--- config.mk ---
export PLATFORM = sky130hd
export DESIGN_NAME = ervp_multi_switch_counter
export DESIGN_NICKNAME = d
export VERILOG_FILES = /design/src/rtl/ervp_multi_switch_counter_pkg.sv /design/src/rtl/ervp_switch_channel.sv /design/src/rtl/ervp_multi_switch_counter.sv
export SDC_FILE = /design/constraint.sdc
export NUM_CORES = 1
export LEC_CHECK = 0
export BUFFER_PORTS_ARGS = -buffer_cell sky130_fd_sc_hd__buf_4
export CAP_MARGIN = 20
export CORE_MARGIN = 10
export CORE_UTILIZATION = 30
export CTS_CLUSTER_DIAMETER = 30
export DETAILED_ROUTE_END_ITERATION = 8
export GPL_ROUTABILITY_DRIVEN = 0
export HOLD_SLACK_MARGIN = 0.15
export MAX_ROUTING_LAYER = met4
export SYNTH_ARGS = -nofsm -noshare
export SYNTH_HDL_FRONTEND = slang
export SYNTH_SLANG_ARGS = --single-unit
export TNS_END_PERCENT = 1
--- constraint.sdc ---
create_clock -name clk -period 2.75 [get_ports clk]
set_input_delay 0.55 -clock clk [delete_from_list [all_inputs] [get_ports clk]]
set_output_delay 0.55 -clock clk [all_outputs]
set_load 0.02 [all_outputs]
--- src/rtl/ervp_multi_switch_counter_pkg.sv ---
// Shared definitions for the multi-channel switch counter:
// FSM state encodings, tick-length derivations and a bit-width helper.
package ervp_multi_switch_counter_pkg;

    // Per-channel FSM state encodings
    localparam int unsigned STATE_W      = 2;
    localparam logic [1:0]  IDLE         = 2'd0;
    localparam logic [1:0]  PRESS_LOCK   = 2'd1;
    localparam logic [1:0]  HELD         = 2'd2;
    localparam logic [1:0]  RELEASE_LOCK = 2'd3;

    // Converts a duration in ms into a count of tick_1us pulses
    function automatic int unsigned ms_to_ticks(input int unsigned tick_hz,
                                                input int unsigned ms);
        return (tick_hz / 1000) * ms;
    endfunction

    // Debounce lockout length, applied after press and after release
    function automatic int unsigned lock_ticks(input int unsigned tick_hz,
                                               input int unsigned period_ms);
        return ms_to_ticks(tick_hz, period_ms);
    endfunction

    // Auto-repeat interval; 0 means repeat is disabled
    function automatic int unsigned rep_ticks(input int unsigned tick_hz,
                                              input int unsigned repeat_ms);
        return ms_to_ticks(tick_hz, repeat_ms);
    endfunction

    // Number of bits needed to hold v as an unsigned value (at least 1)
    function automatic int unsigned required_bitwidth_unsigned(input int unsigned v);
        int unsigned w;
        w = 1;
        while ((w < 32) && ((v >> w) != 0)) begin
            w++;
        end
        return w;
    endfunction

    function automatic int unsigned max_u(input int unsigned a, input int unsigned b);
        return (a > b) ? a : b;
    endfunction

endpackage

--- src/rtl/ervp_switch_channel.sv ---
// One switch channel: 2-flop synchroniser + polarity normalisation,
// debounce FSM with tick-based lockout timer, optional auto-repeat,
// and an up/down wrap/saturate event counter.
// Ports:
//   clk, rstnn         clock, async active-low reset
//   tick_1us           single-cycle timebase pulse
//   switch_input       raw asynchronous switch level
//   value_clear        synchronous clear of value (beats a same-cycle event)
//   value              channel counter
//   event_pulse        one-cycle pulse per accepted event
//   pressed            debounced level (PRESS_LOCK or HELD)
module ervp_switch_channel
    import ervp_multi_switch_counter_pkg::*;
#(
    parameter bit          ACTIVE_HIGH = 1'b0,
    parameter int unsigned LOCK_TICKS  = 20000,
    parameter int unsigned REP_TICKS   = 0,
    parameter int unsigned BW_VALUE    = 8,
    parameter bit          DOWN        = 1'b0,
    parameter bit          SATURATE    = 1'b0
) (
    input  logic                clk,
    input  logic                rstnn,
    input  logic                tick_1us,
    input  logic                switch_input,
    input  logic                value_clear,
    output logic [BW_VALUE-1:0] value,
    output logic                event_pulse,
    output logic                pressed
);

    localparam int unsigned   TIMER_W    = required_bitwidth_unsigned(max_u(LOCK_TICKS, REP_TICKS));
    localparam bit            REPEAT_EN  = (REP_TICKS != 0);
    localparam logic          IDLE_LEVEL = ACTIVE_HIGH ? 1'b0 : 1'b1;
    localparam logic [TIMER_W-1:0] LOCK_LAST = TIMER_W'(LOCK_TICKS - 1);
    localparam logic [TIMER_W-1:0] REP_LAST  = TIMER_W'(REPEAT_EN ? (REP_TICKS - 1) : 0);
    localparam logic [BW_VALUE-1:0] VALUE_MAX = '1;

    logic                sync_meta;
    logic                sync_out;
    logic                act;
    logic [STATE_W-1:0]  state;
    logic [STATE_W-1:0]  state_next;
    logic [TIMER_W-1:0]  timer;
    logic [TIMER_W-1:0]  timer_next;
    logic                ev_c;
    logic                lock_expire;
    logic                rep_expire;
    logic [BW_VALUE-1:0] value_next;

    // Synchroniser resets to the idle level; act is the registered, normalised press level
    always_ff @(posedge clk or negedge rstnn) begin
        if (!rstnn) begin
            sync_meta <= IDLE_LEVEL;
            sync_out  <= IDLE_LEVEL;
            act       <= 1'b0;
        end else begin
            sync_meta <= switch_input;
            sync_out  <= sync_meta;
            act       <= ACTIVE_HIGH ? sync_out : ~sync_out;
        end
    end

    // State, timer and output registers
    always_ff @(posedge clk or negedge rstnn) begin
        if (!rstnn) begin
            state       <= IDLE;
            timer       <= '0;
            value       <= '0;
            event_pulse <= 1'b0;
            pressed     <= 1'b0;
        end else begin
            state       <= state_next;
            timer       <= timer_next;
            value       <= value_next;
            event_pulse <= ev_c;
            pressed     <= (state_next == PRESS_LOCK) || (state_next == HELD);
        end
    end

    // Next-state, timer and event decode
    always_comb begin
        state_next  = state;
        timer_next  = timer;
        ev_c        = 1'b0;
        lock_expire = tick_1us && (timer == LOCK_LAST);
        rep_expire  = REPEAT_EN && tick_1us && (timer == REP_LAST);

        case (state)
            IDLE: begin
                timer_next = '0;
                if (act) begin
                    state_next = PRESS_LOCK;
                    ev_c       = 1'b1;
                end
            end
            PRESS_LOCK: begin
                if (lock_expire) begin
                    state_next = act ? HELD : RELEASE_LOCK;
                end else if (tick_1us) begin
                    timer_next = timer + TIMER_W'(1);
                end
            end
            HELD: begin
                if (!act) begin
                    state_next = RELEASE_LOCK;
                end else if (rep_expire) begin
                    ev_c       = 1'b1;
                    timer_next = '0;
                end else if (REPEAT_EN && tick_1us) begin
                    timer_next = timer + TIMER_W'(1);
                end
            end
            RELEASE_LOCK: begin
                if (lock_expire) begin
                    state_next = IDLE;
                end else if (tick_1us) begin
                    timer_next = timer + TIMER_W'(1);
                end
            end
            default: begin
                state_next = IDLE;
            end
        endcase

        // Every state change restarts the timer
        if (state_next != state) begin
            timer_next = '0;
        end
    end

    // Counter update; clear takes priority over a same-cycle event
    always_comb begin
        value_next = value;
        if (ev_c) begin
            if (DOWN) begin
                if (!(SATURATE && (value == '0))) begin
                    value_next = value - BW_VALUE'(1);
                end
            end else begin
                if (!(SATURATE && (value == VALUE_MAX))) begin
                    value_next = value + BW_VALUE'(1);
                end
            end
        end
        if (value_clear) begin
            value_next = '0;
        end
    end

endmodule

--- src/rtl/ervp_multi_switch_counter.sv ---
// Multi-channel debounced push-switch event counter.
// Ports:
//   clk, rstnn         clock, async active-low reset
//   tick_1us           single-cycle timebase pulse at TICK_HZ
//   switch_input       raw switch levels, one per channel
//   value_clear        per-channel synchronous clear
//   value              packed counters, channel i at [i*BW_VALUE +: BW_VALUE]
//   event_pulse        per-channel one-cycle event pulse
//   pressed            per-channel debounced level
module ervp_multi_switch_counter
    import ervp_multi_switch_counter_pkg::*;
#(
    parameter int unsigned       NUM_CH      = 4,
    parameter bit                ACTIVE_HIGH = 1'b0,
    parameter int unsigned       PERIOD_MS   = 20,
    parameter int unsigned       REPEAT_MS   = 0,
    parameter int unsigned       TICK_HZ     = 1000000,
    parameter int unsigned       BW_VALUE    = 8,
    parameter logic [NUM_CH-1:0] DOWN_MASK   = '0,
    parameter bit                SATURATE    = 1'b0
) (
    input  logic                       clk,
    input  logic                       rstnn,
    input  logic                       tick_1us,
    input  logic [NUM_CH-1:0]          switch_input,
    input  logic [NUM_CH-1:0]          value_clear,
    output logic [NUM_CH*BW_VALUE-1:0] value,
    output logic [NUM_CH-1:0]          event_pulse,
    output logic [NUM_CH-1:0]          pressed
);

    localparam int unsigned LOCK_TICKS = lock_ticks(TICK_HZ, PERIOD_MS);
    localparam int unsigned REP_TICKS  = rep_ticks(TICK_HZ, REPEAT_MS);

    // Parameter sanity checks at elaboration
    if (PERIOD_MS == 0) begin : g_bad_period
        $fatal(1, "ervp_multi_switch_counter: PERIOD_MS must be >= 1");
    end
    if ((TICK_HZ % 1000) != 0) begin : g_bad_tick
        $fatal(1, "ervp_multi_switch_counter: TICK_HZ must be a multiple of 1000");
    end
    if ((NUM_CH == 0) || (NUM_CH > 32)) begin : g_bad_num_ch
        $fatal(1, "ervp_multi_switch_counter: NUM_CH must be in 1..32");
    end

    // One independent channel per switch
    for (genvar i = 0; i < NUM_CH; i++) begin : g_ch
        ervp_switch_channel #(
            .ACTIVE_HIGH (ACTIVE_HIGH),
            .LOCK_TICKS  (LOCK_TICKS),
            .REP_TICKS   (REP_TICKS),
            .BW_VALUE    (BW_VALUE),
            .DOWN        (DOWN_MASK[i]),
            .SATURATE    (SATURATE)
        ) u_ch (
            .clk          (clk),
            .rstnn        (rstnn),
            .tick_1us     (tick_1us),
            .switch_input (switch_input[i]),
            .value_clear  (value_clear[i]),
            .value        (value[i*BW_VALUE +: BW_VALUE]),
            .event_pulse  (event_pulse[i]),
            .pressed      (pressed[i])
        );
    end

endmodule

==> results of run 1 <==
-- routing by layer --
| metal | vias up | part of all wire | GRT usage |
|---|---|---|---|
| li1 | 2284 | - | - |
| met1 | 2137 | 0.50 | 0.130 |
| met2 | 54 | 0.46 | 0.151 |
| met3 | 11 | 0.022 | 0.0236 |
| met4 | 0 | 0.012 | 0.0385 |
| met5 | - | 0 | - |
-- layout by cell type (no fill, tap or decap), types with 5 or more instances in the layout --
cell type / n
dfrtp_1: 112
buf_4: 58
nor2_1: 57
nand2_1: 45
xor2_1: 38
nand4_1: 34
a21oi_1: 28
nand3_1: 27
o21ai_0: 22
clkbuf_16: 17
and3_1: 15
or4_1: 15
xnor2_1: 13
o31ai_1: 12
or3_1: 11
inv_1: 11
and4_1: 8
ha_1: 8
dfstp_2: 8
a31oi_1: 7
nand3b_1: 7
nor4_1: 7
mux2i_1: 6
and2_1: 5
-- flip-flops by register name (all words and copies together) (netlist names) --
register               flops
g_ch.u_ch.sync_out         4
g_ch.u_ch.timer           60
g_ch.u_ch.act              4
g_ch.u_ch.value           32
g_ch.u_ch.sync_meta        4
g_ch.u_ch.event_pulse      4
g_ch.u_ch.state            8
g_ch.u_ch.pressed          4
-- area by class of cell --
| class | count | area, um2 | area share |
|---|---|---|---|
| clock buffer | 20 | 457 | 0.0631 |
| multi-input combinational | 430 | 2740 | 0.379 |
| tap | 265 | 332 | 0.0458 |
| clock inverter | 12 | 173 | 0.0238 |
| timing repair buffer | 61 | 485 | 0.0670 |
| inverter | 11 | 41.3 | 0.00570 |
| sequential | 120 | 3010 | 0.416 |
-- timing repair --
action,CTS,global route
hold endpoints to repair,45,0
hold buffers,1,0
setup buffers,0,0
-- metrics by stage --
step	cell area, um2	power, W	util
global route	7240	0.00525	0.371
floorplan	5970	0.00249	-
CTS	7240	0.00505	0.371
detailed placement	6600	0.00267	0.338
global placement	6600	0.00266	0.338
finish	7240	0.00499	0.371
-- cell families (layout without fill, tap and decap cells) --
group	Yosys count	in the layout	share of synthesized area
AO/OA/AOI/OAI	103	103	0.115
XOR/XNOR	51	51	0.0749
adder cells (fa/ha/maj)	8	8	0.0168
buffers and inverters	42	104	0.0354
flip-flops	120	120	0.505
multiplexers	6	6	0.0101
AND/OR/NAND/NOR	262	262	0.243
-- worst paths after layout --
| kind | startpoint | to | slack, ns |
|---|---|---|---|
| max in group asynchronous | rstnn | g_ch[2].u_ch.sync_out | 1.66 |
| setup / recovery | g_ch[0].u_ch.timer[5] | g_ch[0].u_ch.timer[12] | 0.60 |
| setup reg to reg | g_ch[0].u_ch.timer[5] | g_ch[0].u_ch.timer[12] | 0.60 |
| min in group asynchronous | rstnn | g_ch[3].u_ch.timer[8] | 0.66 |
| hold reg to reg | g_ch[3].u_ch.sync_meta | g_ch[3].u_ch.sync_out | 0.35 |
| hold / removal | switch_input[1] | g_ch[1].u_ch.sync_meta | 0.24 |
-- power by group --
part | internal (W) | switching (W)
clock | 0.00156 | 0.000790
sequential | 0.00194 | 0.000217
combinational | 0.000224 | 0.000254
total | 0.00373 | 0.00126
==> results by group, run 1 <==
Run status
  • Outcome: complete, no violations

Logic synthesis
  • Most numerous cell in the Yosys netlist: dfrtp_1
  • Top-area cell type share of the netlist area: 0.470
  • Post-synth top cells: 112 x dfrtp_1, 57 x nor2_1, 45 x nand2_1
  • Asr flop ratio synth: 1.00
  • Cell count after synthesis: 592
  • EDFF count, synth: 0
  • Library cells used by synthesis: 66
  • Post-Syn Area: 0.00597 mm2
  • Yosys warns: 0
  • Sequential area share after synthesis: 0.505
  • Mean post-synth cell area: 10.1 um2
  • #FFs+latches synth: 120
  • Synth top area cells: dfrtp_1 47%, xor2_1 5.6%, nor2_1 3.6%, nand4_1 3.6%, dfstp_2 3.5%
  • Area leader, netlist: dfrtp_1
  • Main synth FF type: dfrtp_1
  • Syn nets: 611

Placed design
  • Inst Count DP: 886
  • Port Buffers: 50
  • DPL Wire Length: 8480 um
  • Dpl ws: 0.382 ns

STA
  • Hold Vio Cnt, Final: 0
  • Final worst setup slack: 0.597 ns
  • Fin Setup TNS: 0 ns
  • Rel. slew slack: 0.505
  • Hold_ws: 0.243 ns
  • Fmax: 0.465 GHz
  • Worst Tran Pin Value: 0.732 ns
  • RSZ-0062 raised after global routing: false
  • Endpoints failing setup: 0
  • Fin. max-slew vios: 0
  • Final Cycle Share: 0.783
  • Final min period: 2.15 ns
  • Clk_skew: 0.00816 ns

Clocking
  • Num CTS Buffers: 17
  • CTS tree: yes
  • Root buffer cell: clkbuf_16
  • Clk_lat worst skew: 0.41 ns
  • Clk sinks: 120
  • Post-CTS resize count: 0
  • CTS H-Tree Depth: 4
  • Worst-path clk slew: 0.06 ns
  • Clock Tree Buf Depth: 2

GRT
  • Initial antenna violation count: 0
  • First-pass GRT wire length: 21,600 um
  • Vias in the first global route: 4,325
  • Grt total ovfl: 0
  • Overall routing resource usage: 0.101
  • Largest net degree at the start of global routing: 76

Power and ir drop
  • Leak: 3.13 nW
  • Peak VDD IR: 0.562 mV
  • Pwr per Cell Area: 689 mW/mm2

Critical path
  • Worst Path Required: 3.03 ns
  • CP Depth: 4
  • CP peak stage delay: 0.57 ns
  • Crit path buf inv count: 0
  • Worst-path fanout max: 12
  • Arrival time at the worst endpoint: 2.43 ns
  • Crit end category: register
  • Slowest CP cell: o41a_1
  • R2r worst-path depth: 4
  • Element type at the critical path start: register
  • Crit path max-delay family: simple AND/OR/NAND/NOR gates
  • Crit path kind: reg2reg
  • CP Cell Sequence: or4b_4 -> o41a_1 -> nor2_2 -> o21ai_1

Final layout
  • Synth-to-Final Area Change: 21.4%
  • Post-Layout Cell Count: 919
  • Antenna cells: 0
  • # nets final: 660
  • Proportion of layout cells with a drive suffix above 1: 0.167
  • Filler instances: 1,979

Floorplanning
  • I/O Pins: 51
  • Chip height: 161 um
  • Full die area: 0.0259 mm2
  • # rows: 51
  • Core outline area: 0.0195 mm2
  • Chip Width: 161 um
  • Starting Density: 0.306

Detailed routing
  • Drt via density: 4.88
  • Wire per inst: 13.5 um
  • DRT Wirelength: 12,400 um
  • 1st-pass router iterations: 5
  • Detailed Route Iter0 Violations: 288
  • Final ANT Viol Nets: 0
  • DR vias: 4,486
  • Remaining DRCs: 0

Run
  • Max Cap Viol: 0

Min path
  • Hold WC Path Type: in2reg
  • Hold path cells: 1
Note: power is estimated with default switching activity, not from simulation.
==> inputs of run 2 (changes only) <==
clock period = 1.8 ns   (was 2.75 ns; I/O delays follow)
==> results by group, run 2 (synthesis gave the netlist of run 1 again) <==
Run status
  • Outcome: finished, violations left
  • Failing checks: setup timing

Power and ir drop
  • Clock network power share: 0.434
  • Leak: 3.55 nW
  • Peak VDD IR: 0.760 mV
  • P_sw: 0.00206 W
  • Tot Pwr: 0.00777 W
  • Cell Int Power: 0.00571 W
  • Pwr per Cell Area: 978 mW/mm2
  • Sequential Power Share: 0.410
  • Switching fraction of total power: 0.265
  • Gate power share: 0.156

STA
  • Final Cycle Share: 1.08
  • Fmax: 0.515 GHz
  • Hold_ws: 0.194 ns
  • Hold Vio Cnt, Final: 0
  • Clk_skew: 0.00769 ns
  • Final worst setup slack: -0.140 ns
  • RSZ-0062 raised after global routing: true
  • Final min period: 1.94 ns
  • Rel. slew slack: 0.742
  • Fin. max-slew vios: 0
  • Worst Tran Pin Value: 0.383 ns
  • Endpoints failing setup: 17

GRT
  • Overall routing resource usage: 0.113
  • Grt total ovfl: 0
  • Largest net degree at the start of global routing: 49
  • First-pass GRT wire length: 23,900 um
  • Initial antenna violation count: 0
  • Vias in the first global route: 4,874

Floorplanning
  • Starting Density: 0.306
  • Chip height: 161 um
  • Full die area: 0.0259 mm2
  • Chip Width: 161 um
  • # rows: 51
  • Core outline area: 0.0195 mm2
  • I/O Pins: 51

Critical path
  • Crit path max-delay family: compound AO/OA/AOI/OAI gates
  • Reg-to-reg critical path startpoint: g_ch[0].u_ch.timer[5]
  • Critical path endpoint: g_ch[0].u_ch.timer[12]
  • Crit path launch: g_ch[0].u_ch.timer[5]
  • Slowest CP cell: or4b_4
  • CP Depth: 5
  • R2r worst-path depth: 5
  • Crit path buf inv count: 1
  • Arrival time at the worst endpoint: 2.24 ns
  • CP Cell Sequence: or4b_4 -> o41a_1 -> buf_4 -> a32oi_1 -> o21ai_1
  • Crit path kind: reg2reg
  • FF-to-FF End: g_ch[0].u_ch.timer[12]
  • Worst-path fanout max: 4
  • Element type at the critical path start: register
  • Crit end category: register
  • R2R setup slack: -0.14 ns
  • CP peak stage delay: 0.56 ns
  • Worst Path Required: 2.10 ns

Detailed routing
  • Remaining DRCs: 0
  • DR vias: 4,892
  • DRT Wirelength: 13,800 um
  • Wire per inst: 13.8 um
  • Detailed Route Iter0 Violations: 373
  • 1st-pass router iterations: 4
  • Drt via density: 4.89
  • Final ANT Viol Nets: 0

Final layout
  • Max FFs per register: 60
  • Largest Register: g_ch.u_ch.timer
  • # nets final: 741
  • Commonest non-fill, non-tap cells in the layout: 129 x buf_4, 112 x dfrtp_1, 55 x nor2_1, 44 x nand2_1, 38 x xor2_1
  • Commonest non-fill, non-tap cell in the layout: buf_4
  • Top Registers: g_ch.u_ch.timer x60, g_ch.u_ch.value x32, g_ch.u_ch.state x8
  • Synth-to-Final Area Change: 33.1%
  • Final instance area: 0.00794 mm2
  • Proportion of layout cells with a drive suffix above 1: 0.271
  • Antenna cells: 0

Placed design
  • Port Buffers: 50
  • DPL Wire Length: 9640 um
  • Post-DP Area: 0.00716 mm2
  • Dpl ws: -0.137 ns

Clocking
  • Root buffer cell: clkbuf_16
  • Clk sinks: 120
  • CTS H-Tree Depth: 4
  • Num CTS Buffers: 17
  • Clk_lat worst skew: 0.42 ns
  • CTS tree: yes
  • Clock Tree Buf Depth: 2
  • Post-CTS Setup Inserts: 0
  • Worst-path clk slew: 0.06 ns

Min path
  • Hold wc startpoint: value_clear[3]
  • Hold WC Path Type: in2reg

Run
  • Max Cap Viol: 0
[run 2: changes by cell type in the layout (fill, tap and decap cells not counted), moves of 3 or more]
| cell | previous run | this run |
|---|---|---|
| o21ai_0 | 22 | 19 |
| o41ai_1 | 3 | 0 |
| dlygate4sd3_1 | 1 | 8 |
| buf_4 | 58 | 129 |
| o21ai_1 | 2 | 5 |
| clkinvlp_4 | 2 | 5 |
| buf_6 | 0 | 3 |
[run 2: per-stage QoR]
step | util | setup TNS, ns | instances
6_report | 0.407 | -1.31 | 1000
5_1_grt | 0.407 | -2.44 | 1000
4_1_cts | 0.404 | -1.19 | 1000
3_5_place_dp | 0.367 | -2.67 | 960
3_3_place_gp | 0.367 | -1.49 | 960
2_1_floorplan | - | -0.422 | 592
[run 2: timing repair]
| item | CTS | global route |
|---|---|---|
| pin swaps | 9 | 11 |
| hold endpoints to repair | 64 | 0 |
| endpoints found under the setup margin | 40 | 42 |
| hold buffers | 8 | 0 |
| gates resized for setup | 12 | 14 |
[run 2: worst min-delay path by stage]
| stage | endpoint | slack (ns) | cells after the start |
|---|---|---|---|
| 2_1_floorplan | g_ch[0].u_ch.act | 0.06 | 0 |
| 3_3_place_gp | g_ch[3].u_ch.timer[7] | 0.27 | 1 |
| 3_5_place_dp | g_ch[3].u_ch.timer[7] | 0.28 | 1 |
| 4_1_cts | g_ch[3].u_ch.value[5] | 0.17 | 2 |
| 5_1_grt | g_ch[3].u_ch.value[5] | 0.19 | 2 |
| 6_report | g_ch[3].u_ch.value[5] | 0.19 | 2 |
[run 2: routing by layer]
metal	wire length, um	global-route usage
met1	6390	0.139
met5	0	-
met4	221	0.0505
met3	339	0.0236
met2	6880	0.178
[run 2: layout make-up]
| type | instances | area, um2 |
|---|---|---|
| Inverter | 11 | 41.3 |
| Fill cell | 1980 | 11600 |
| Tap cell | 265 | 332 |
| Clock buffer | 21 | 470 |
| Sequential cell | 120 | 3010 |
| Timing Repair Buffer | 142 | 1120 |
| Clock inverter | 11 | 121 |
| Multi-Input combinational cell | 430 | 2840 |
[run 2: power by group through the flow]
stage	logic, W	clock network, W	registers (W)
4_1_cts	0.00119	0.00345	0.00318
6_report	0.00121	0.00337	0.00318
3_3_place_gp	0.00114	0	0.00322
5_1_grt	0.00136	0.00360	0.00323
3_5_place_dp	0.00115	0	0.00322
2_1_floorplan	0.000561	0	0.00325
==> inputs of run 3 (changes only) <==
ABC_AREA = 1   (was unset)
SYNTH_HIERARCHICAL = 1   (was unset)
==> results by group, run 3 <==
STA
  • Hold Vio Cnt, Final: 0
  • Final Cycle Share: 0.840
  • Fin. max-slew vios: 0
  • Clk_skew: 0.00791 ns
  • Worst Tran Pin Value: 0.463 ns
  • Rel. slew slack: 0.691
  • Fin Setup TNS: 0 ns
  • Endpoints failing setup: 0
  • Fmax: 0.661 GHz
  • RSZ-0062 raised after global routing: false
  • Final min period: 1.51 ns

Clocking
  • Worst-path clk slew: 0.06 ns
  • Num CTS Buffers: 17
  • CTS tree: yes
  • Clock Tree Buf Depth: 2
  • Clk sinks: 120
  • CTS H-Tree Depth: 4
  • Clk_lat worst skew: 0.42 ns
  • Root buffer cell: clkbuf_16

Min path
  • Hold WC Path Type: reg2reg
  • Hold path cells: 0
  • Worst Hold End: g_ch[3].u_ch/sync_out
  • Hold wc startpoint: g_ch[3].u_ch/sync_meta

Detailed routing
  • Detailed Route Iter0 Violations: 404
  • 1st-pass router iterations: 5
  • Wire per inst: 11.8 um
  • Drt via density: 4.50
  • DR vias: 5,890
  • Remaining DRCs: 0
  • Final ANT Viol Nets: 0
  • DRT Wirelength: 15,400 um

Critical path
  • CP peak stage delay: 0.37 ns
  • Slowest CP cell: dfrtp_1
  • CP Cell Sequence: ha_1 -> nand3_1 -> nor2_1 -> nand2_2 -> nand2_2 -> nand2_4 -> inv_4 -> nor2_1
  • Reg-to-reg critical path startpoint: g_ch[3].u_ch/timer[1]
  • R2R setup slack: 0.29 ns
  • R2r worst-path depth: 8
  • Element type at the critical path start: register
  • Worst Path Required: 2.11 ns
  • Crit path kind: reg2reg
  • FF-to-FF End: g_ch[3].u_ch/timer[2]
  • Crit path max-delay family: simple AND/OR/NAND/NOR gates
  • Crit path buf inv count: 1
  • Crit path launch: g_ch[3].u_ch/timer[1]
  • Worst-path fanout max: 6
  • Crit end category: register
  • Arrival time at the worst endpoint: 1.82 ns

Floorplanning
  • Starting Density: 0.303
  • I/O Pins: 51
  • Chip height: 173 um
  • Chip Width: 173 um
  • Full die area: 0.0300 mm2
  • Core outline area: 0.0233 mm2
  • # rows: 56

GRT
  • First-pass GRT wire length: 27,100 um
  • Grt total ovfl: 0
  • Vias in the first global route: 5,720
  • Initial antenna violation count: 0
  • Overall routing resource usage: 0.110
  • Largest net degree at the start of global routing: 45

Placed design
  • DPL Wire Length: 11,400 um
  • Port Buffers: 50

Power and ir drop
  • Peak VDD IR: 0.750 mV
  • Tot Pwr: 0.00808 W
  • Pwr per Cell Area: 948 mW/mm2
  • Leak: 4.20 nW

Logic synthesis
  • #FFs+latches synth: 120
  • EDFF count, synth: 0
  • Syn nets: 918
  • Sequential area share after synthesis: 0.428
  • Synth top area cells: dfrtp_1 40%, nand2_1 11%, inv_1 6.7%, nand3_1 5.4%, nor2_1 5.1%
  • Top-area cell type share of the netlist area: 0.398
  • Post-Syn Area: 0.00705 mm2
  • Post-synth top cells: 214 x nand2_1, 126 x inv_1, 112 x dfrtp_1
  • Library cells used by synthesis: 36
  • Cell count after synthesis: 899
  • Mean post-synth cell area: 7.84 um2
  • Most numerous cell in the Yosys netlist: nand2_1
  • Area leader, netlist: dfrtp_1
  • Yosys warns: 6
  • Asr flop ratio synth: 1.00
  • Main synth FF type: dfrtp_1

Final layout
  • Max FFs per register: 60
  • Filler instances: 2,432
  • # nets final: 996
  • Largest Register: g_ch.u_ch/timer
  • Antenna cells: 0
  • Proportion of layout cells with a drive suffix above 1: 0.204
  • Commonest non-fill, non-tap cells in the layout: 214 x nand2_1, 126 x inv_1, 112 x dfrtp_1, 95 x nor2_1, 76 x nand3_1
  • Final core area utilization: 0.366
  • Top Registers: g_ch.u_ch/timer x60, g_ch.u_ch/value x32, g_ch.u_ch/state x8
  • Commonest non-fill, non-tap cell in the layout: nand2_1
  • Synth-to-Final Area Change: 21.0%

Run status
  • Outcome: complete, no violations

Run
  • Max Cap Viol: 0
## run 3: cell types whose count changed after synthesis, sizes merged, moves of 15 or more
cell / previous run / this run
o21ai: 24 / 52
nand3: 27 / 87
xor2: 38 / 13
nand2: 45 / 241
nor3: 4 / 28
or4: 16 / 0
and3: 15 / 0
inv: 11 / 144
nor2: 59 / 121
## run 3: what timing repair did
action,CTS,global route
gates resized for setup,0,0
hold buffers,9,0
setup buffers,0,0
endpoints found under the hold margin,42,0
## run 3: worst max-delay path by stage
stage | to | cells after the start
after floorplan | g_ch[0].u_ch/timer[4] | 8
after global placement | g_ch[3].u_ch/timer[5] | 10
after detailed placement | g_ch[3].u_ch/timer[7] | 8
after CTS | g_ch[3].u_ch/timer[2] | 8
after global routing | g_ch[3].u_ch/timer[14] | 8
final | g_ch[3].u_ch/timer[2] | 8
## run 3: metrics by stage
| step | instances | setup slack (ns) | instance area [um2] | hold slack, ns |
|---|---|---|---|---|
| final | 1309 | 0.287 | 8520 | 0.355 |
| after global routing | 1309 | 0.123 | 8520 | 0.357 |
| after floorplan | 899 | 0.476 | 7050 | 0.0644 |
| after global placement | 1268 | 0.337 | 7830 | 0.323 |
| after CTS | 1309 | 0.286 | 8520 | 0.355 |
| after detailed placement | 1268 | 0.296 | 7830 | 0.325 |
## run 3: logic make-up after synthesis
family / synth area share
buf+inv: 0.0930
simple gates: 0.370
compound gates: 0.0676
flops: 0.428
fa+ha+maj: 0.0142
xor+xnor: 0.0275
## run 3: power by group
part	switching [W]	total [W]	leakage [nW]	internal [W]
clock network	0.00125	0.00349	0.292	0.00224
registers	0.000391	0.00340	1.52	0.00301
logic	0.000720	0.00118	2.38	0.000463
total	0.00236	0.00808	4.20	0.00572
## run 3: layout make-up
class | instances | area, um2 | area share
Clock buffer | 20 | 457 | 0.0536
Inverter | 144 | 558 | 0.0655
Clock inverter | 12 | 150 | 0.0176
Timing Repair Buffer | 69 | 569 | 0.0668
Multi-Input combinational cell | 625 | 3380 | 0.396
Sequential cell | 120 | 3010 | 0.353
Tap cell | 319 | 399 | 0.0468
## run 3: worst reg2reg max path, cell delays in order (launching register included)
cell	delay, ns
dfrtp_1	0.37
ha_1	0.25
nand3_1	0.15
nor2_1	0.15
nand2_2	0.12
nand2_2	0.14
nand2_4	0.07
inv_4	0.09
nor2_1	0.05
## run 3: layer usage
metal	share of wire	vias to the layer above	GRT usage
met5	0	-	-
met3	0.032	17	0.0255
li1	-	3044	-
met1	0.48	2747	0.133
met2	0.47	82	0.175
met4	0.019	0	0.0428
